`config.mk`:
```
export PLATFORM = sky130hd
export DESIGN_NAME = regfile_scoreboard
export DESIGN_NICKNAME = d
export VERILOG_FILES = /design/src/rtl/regfile_pkg.sv /design/src/rtl/regfile_clear_ctrl.sv /design/src/rtl/regfile_scoreboard.sv
export SDC_FILE = /design/constraint.sdc
export NUM_CORES = 1
export LEC_CHECK = 0
export CAP_MARGIN = 20
export CORE_AREA = 2 2 139 107
export DETAILED_ROUTE_END_ITERATION = 8
export DIE_AREA = 0 0 141 109
export GPL_TIMING_DRIVEN = 0
export HOLD_SLACK_MARGIN = 0.08
export MAX_ROUTING_LAYER = met4
export PLACE_DENSITY = 0.8
export SLEW_MARGIN = 10
export SYNTH_ARGS = -nofsm -noshare
export SYNTH_HDL_FRONTEND = slang
export SYNTH_SLANG_ARGS = --single-unit
```
`constraint.sdc`:
```
create_clock -name clk -period 2.7 [get_ports clk]
set_clock_uncertainty 0.2 [all_clocks]
set_input_delay 0.54 -clock clk [delete_from_list [all_inputs] [get_ports clk]]
set_output_delay 0.54 -clock clk [all_outputs]
set_load 0.02 [all_outputs]
```
`src/rtl/regfile_pkg.sv`:
```
// Shared types and default sizing for the datapath register file.
// Decode and writeback pick up RF_DATA_W / RF_NUM_REGS from here.
package regfile_pkg;

    typedef enum logic {
        RF_IDLE  = 1'b0,
        RF_CLEAR = 1'b1
    } rf_state_e;

    localparam int RF_DATA_W   = 16;
    localparam int RF_NUM_REGS = 8;

endpackage

```
`src/rtl/regfile_clear_ctrl.sv`:
```
// Sequential clear engine: walks the index counter across every entry
// once, one entry per cycle, holding clr_busy high for NUM_REGS cycles.
module regfile_clear_ctrl
    import regfile_pkg::*;
#(
    parameter  int NUM_REGS = RF_NUM_REGS,
    localparam int ADDR_W   = $clog2(NUM_REGS)
) (
    input  logic              clk,
    input  logic              reset,
    input  logic              clr_req,
    output logic              clr_active,
    output logic [ADDR_W-1:0] clr_idx,
    output logic              clr_we,
    output logic              clr_busy
);

    localparam logic [ADDR_W-1:0] LAST_IDX = ADDR_W'(NUM_REGS - 1);

    rf_state_e state;

    // Terminal compare stops at the last entry, so the counter never wraps.
    always_ff @(posedge clk or negedge reset) begin
        if (!reset) begin
            state    <= RF_IDLE;
            clr_idx  <= '0;
            clr_busy <= 1'b0;
        end else begin
            case (state)
                RF_IDLE: begin
                    if (clr_req) begin
                        state    <= RF_CLEAR;
                        clr_idx  <= '0;
                        clr_busy <= 1'b1;
                    end
                end
                RF_CLEAR: begin
                    if (clr_idx == LAST_IDX) begin
                        state    <= RF_IDLE;
                        clr_busy <= 1'b0;
                    end else begin
                        clr_idx <= clr_idx + ADDR_W'(1);
                    end
                end
            endcase
        end
    end

    assign clr_active = (state == RF_CLEAR);
    assign clr_we     = clr_active;

endmodule

```
`src/rtl/regfile_scoreboard.sv`:
```
// Register file with two bypassed read ports, one write port, a per-entry
// busy scoreboard for multi-cycle producers and a sequential clear engine.
module regfile_scoreboard
    import regfile_pkg::*;
#(
    parameter  int DATA_W   = RF_DATA_W,
    parameter  int NUM_REGS = RF_NUM_REGS,
    parameter  bit ZERO_REG = 1'b0,
    localparam int ADDR_W   = $clog2(NUM_REGS)
) (
    input  logic              clk,
    input  logic              reset,
    input  logic [ADDR_W-1:0] rd_addr1,
    input  logic [ADDR_W-1:0] rd_addr2,
    output logic [DATA_W-1:0] rd_data1,
    output logic [DATA_W-1:0] rd_data2,
    output logic              rd_ready1,
    output logic              rd_ready2,
    input  logic              wr_en,
    input  logic [ADDR_W-1:0] wr_addr,
    input  logic [DATA_W-1:0] wr_data,
    input  logic              rsv_en,
    input  logic [ADDR_W-1:0] rsv_addr,
    input  logic              clr_req,
    output logic              clr_busy,
    output logic              rsv_stall
);

    logic [DATA_W-1:0]   regs_q [NUM_REGS];
    logic [NUM_REGS-1:0] busy_q;

    logic              clr_active;
    logic              clr_we;
    logic [ADDR_W-1:0] clr_idx;
    logic              wr_accept;
    logic              rsv_accept;

    function automatic logic is_zero_reg(input logic [ADDR_W-1:0] addr);
        return ZERO_REG && (addr == '0);
    endfunction

    regfile_clear_ctrl #(
        .NUM_REGS (NUM_REGS)
    ) u_clear_ctrl (
        .clk        (clk),
        .reset      (reset),
        .clr_req    (clr_req),
        .clr_active (clr_active),
        .clr_idx    (clr_idx),
        .clr_we     (clr_we),
        .clr_busy   (clr_busy)
    );

    // While clearing, writes are dropped and reservations refused outright.
    assign wr_accept  = wr_en && !clr_active && !is_zero_reg(wr_addr);
    assign rsv_accept = rsv_en && !clr_active && !is_zero_reg(rsv_addr);
    assign rsv_stall  = rsv_en && clr_active;

    always_comb begin
        rd_data1  = regs_q[rd_addr1];
        rd_ready1 = !busy_q[rd_addr1];
        if (wr_accept && (wr_addr == rd_addr1)) begin
            rd_data1  = wr_data;
            rd_ready1 = 1'b1;
        end
        if (is_zero_reg(rd_addr1)) begin
            rd_data1  = '0;
            rd_ready1 = 1'b1;
        end

        rd_data2  = regs_q[rd_addr2];
        rd_ready2 = !busy_q[rd_addr2];
        if (wr_accept && (wr_addr == rd_addr2)) begin
            rd_data2  = wr_data;
            rd_ready2 = 1'b1;
        end
        if (is_zero_reg(rd_addr2)) begin
            rd_data2  = '0;
            rd_ready2 = 1'b1;
        end
    end

    // A same-cycle reservation beats the write's busy clear; data still lands.
    always_ff @(posedge clk or negedge reset) begin
        if (!reset) begin
            for (int i = 0; i < NUM_REGS; i++) begin
                regs_q[i] <= '0;
            end
            busy_q <= '0;
        end else begin
            for (int i = 0; i < NUM_REGS; i++) begin
                if (clr_we && (clr_idx == ADDR_W'(i))) begin
                    regs_q[i] <= '0;
                    busy_q[i] <= 1'b0;
                end else begin
                    if (wr_accept && (wr_addr == ADDR_W'(i))) begin
                        regs_q[i] <= wr_data;
                    end
                    if (rsv_accept && (rsv_addr == ADDR_W'(i))) begin
                        busy_q[i] <= 1'b1;
                    end else if (wr_accept && (wr_addr == ADDR_W'(i))) begin
                        busy_q[i] <= 1'b0;
                    end
                end
            end
        end
    end

endmodule
```
==> results.md <==
- Status: finished, violations left
- Failing checks: setup timing
- CTS tree: done
- Ys async rst share: 1.00
- Post-synth net total: 576
- Worst-margin pin slew: 1.03 ns
- Peak VDD IR: 592 µV
- Vias per cell: 7.77
- R2R Setup Slk: 0.06 ns
- Tightest Hold Check Type: reg -> reg
- Post-Synth Simple-Gate Area: 0.0229
- Total placed cells including tap cells: 764
- Lkg Pwr: 4.76 nW
- Flops & latches, synth: 141
- Post-DP HPWL: 15,300 µm
- Setup TNS: -3.41 ns
- Initial antenna violation count: 0
- Final worst slack: -0.171 ns
- WL/cell: 33.2 µm
- Die area: 15,400 µm²
- Initial Utilization: 0.572
- Clk sinks: 141
- Worst skew pair latency: 0.43 ns
- Total grt overflow: 0
- Router iterations before antenna repair: 5
- Finished Layout Cells: 835
- Crit Path Max Fanout: 3
- Critical Path AT: 2.13 ns
- Unrepaired setup endpoints after global routing: yes
- Register-to-Register Path Depth: 5
- Remaining antenna violation count after routing: 0
- Clock root cell: clkbuf_16
- Slew HR: 0.305
- Total CTS buffers: 17
- Die Height: 109 µm
- Fin Hold WS: 0.313 ns
- Distinct cells, synth: 35
- FILL cells: 786
- IO buf count: 46
- Compound-Gate Fraction of Synth Area: 0.163
- Area Overhead vs Synth: 26.4%
- Core area: 14,100 µm²
- Power per standard cell area: 910 nW/µm²
- Initial DRC count: 1,233
- Vias: 6,486
- Die Width: 141 µm
- Final #Nets: 681
- Largest family of logic cells by synthesized area: multiplexers
- Gpl congestion: 0.918
- Final worst path period need: 2.87 ns
- Routed met2 length: 12,700 µm
- Pre-CTS setup slack: -1.05 ns
- Largest net degree at the start of global routing: 87
- Final Max Tran Viols: 0
- Hold_sp: u_clear_ctrl.clr_busy
- Synth area leader: dfrtp_1
- H-tree depth: 4
- Clk slew on worst S/H paths: 0.07 ns
- Worst setup SP type: flop
- First-pass GRT wire length: 40,900 µm
- Drt total wl: 27,700 µm
- WHS Path Cells: 1
- Adder-cell area share of the yosys netlist: 0.00929
- Crit path capture type: output port
- WHS Endpoint: u_clear_ctrl.clr_busy
- Dpl cell area: 8790 µm²
- M1 wire length: 9890 µm
- Top post-synthesis cells by area: dfrtp_1 44%, mux4_1 22%, a22o_1 14%, mux2_2 7.9%, mux2_4 1.9%
- # diodes: 0
- GRT Resource Usage Total: 0.380
- DR WL met3: 3830 µm
- Vias in the first global route: 6,461
- Crit Path Class: reg -> out
- Mapped Cells: 537
- Commonest cells in the netlist: 141 x dfrtp_1, 130 x a22o_1, 68 x mux4_1
- Final period utilization: 1.06
- Ys Warns: 0
- Max_cap viols: 0
- Post-Syn Area per Cell: 15.0 µm²
- Ys flop type: dfrtp_1
- Register area share after synthesis: 0.437
- Synth top area share: 0.437
- Ports: 69
- Worst flop-to-flop path endpoint: regs_q[116]
- Final setup fails: 33
- Fmax: 348 MHz
- Multiplexer share of the synthesized area: 0.319
- Reg2reg start: u_clear_ctrl.clr_idx[0]
- Final Hold Viols: 0
- Cell Rows: 38
- Netlist Area Pre-Place: 8080 µm²
- Data required time of the worst path: 1.96 ns
- Clk buf depth: 2
- Post-synth EDFFs: 0
- DRC errors left: 0
- Post-Synth XOR/XNOR Area: 0.00651
- Layout cells sized above 1: 0.441
- Highest routed layer: met4
- Fin area: 10,200 µm²
- Top-count cell post-synth: dfrtp_1
[how the worst max path moves through the flow]
stage	startpoint	cells past startpoint	end	slack, ns
after floorplan	rd_addr2[1]	5	rd_data2[0]	-0.02
after global placement	reset	1	u_clear_ctrl.clr_active	-4.35
after detailed placement	rd_addr1[1]	6	rd_data1[12]	-1.05
after CTS	rd_addr2[0]	6	rd_data2[9]	-0.11
after global routing	regs_q[69]	4	rd_data2[5]	-0.16
final	regs_q[69]	4	rd_data2[5]	-0.17
[kinds of logic after synthesis]
| family | after synthesis |
|---|---|
| simple gates | 32 |
| xor+xnor | 6 |
| mux | 135 |
| buf+inv | 66 |
| fa+ha+maj | 6 |
| compound gates | 151 |
| flops | 141 |
[registers in the layout, indices dropped and copies added, names as in the netlist]
| register | count |
|---|---|
| regs_q | 128 |
| busy_q | 8 |
| u_clear_ctrl.clr_idx | 3 |
| u_clear_ctrl.clr_active | 1 |
| u_clear_ctrl.clr_busy | 1 |
[stage by stage]
| step | utilization | power (mW) |
|---|---|---|
| floorplan | - | 4.93 |
| global placement | 0.621 | 5.84 |
| detailed placement | 0.623 | 6.00 |
| CTS | 0.710 | 8.87 |
| global route | 0.723 | 9.51 |
| finish | 0.723 | 9.30 |
[cell usage in the layout, fill, tap and decap left out, types with 3 or more instances in the layout]
master           synthesis  layout
buf_16                   0      11
a22o_1                 130     130
clkbuf_16                0      19
nor2_1                  10      10
buf_1                   17      16
a32o_1                   6       6
mux4_1                  68       3
clkdlybuf4s50_1          0       6
clkbuf_8                 0       6
clkbuf_4                 0       3
mux4_2                   0      65
bufinv_16                0       3
buf_4                    2      25
buf_2                   12      12
clkinv_4                 0       3
buf_6                    9      42
ha_1                     6       6
mux2_4                  10      62
dfrtp_1                141     140
inv_1                    5       5
a21oi_1                  3       3
a32oi_2                  1       4
buf_12                   0       7
xnor2_1                  6       3
mux2_2                  57       5
clkinv_2                 0       3
dlygate4sd2_1            0       4
clkbuf_1                20       9
nand2b_1                 3       3
[area by class of cell]
cell class | instances | area [µm²] | area share
Inverter | 6 | 22.5 | 0.00221
Multi-Input combinational cell | 330 | 4260 | 0.417
Tap cell | 180 | 225 | 0.0221
Buffer | 60 | 522 | 0.0511
Timing Repair Buffer | 86 | 1030 | 0.101
Clock buffer | 19 | 453 | 0.0444
Sequential cell | 141 | 3530 | 0.346
Clock inverter | 13 | 164 | 0.0161
[report_power, final]
| group | internal (mW) | switching, mW | total [mW] |
|---|---|---|---|
| Clock | 1.51 | 0.994 | 2.50 |
| Combinational | 1.85 | 1.69 | 3.54 |
| Sequential | 2.68 | 0.570 | 3.25 |
[repair_timing]
action,4_1_cts,5_1_grt
resized for setup,381,31
setup buffers,16,12
pin swaps,3,1
hold buffers,1,0
cloned,10,0
endpoints found under the setup margin,69,63
endpoints found under the hold margin,55,0
[per-layer routing]
layer | vias up | track usage
li1 | 2399 | -
met1 | 3308 | 0.471
met2 | 649 | 0.545
met3 | 130 | 0.167
met4 | 0 | 0.174
met5 | - | -
[worst max-delay path, cell delays in order (launching register included)]
cell and delay, ns:
dfrtp_1 0.42, mux4_2 0.54, mux2_2 0.29, mux2_4 0.30
buf_6 0.14
No activity file was read; power rests on OpenSTA's default activity.
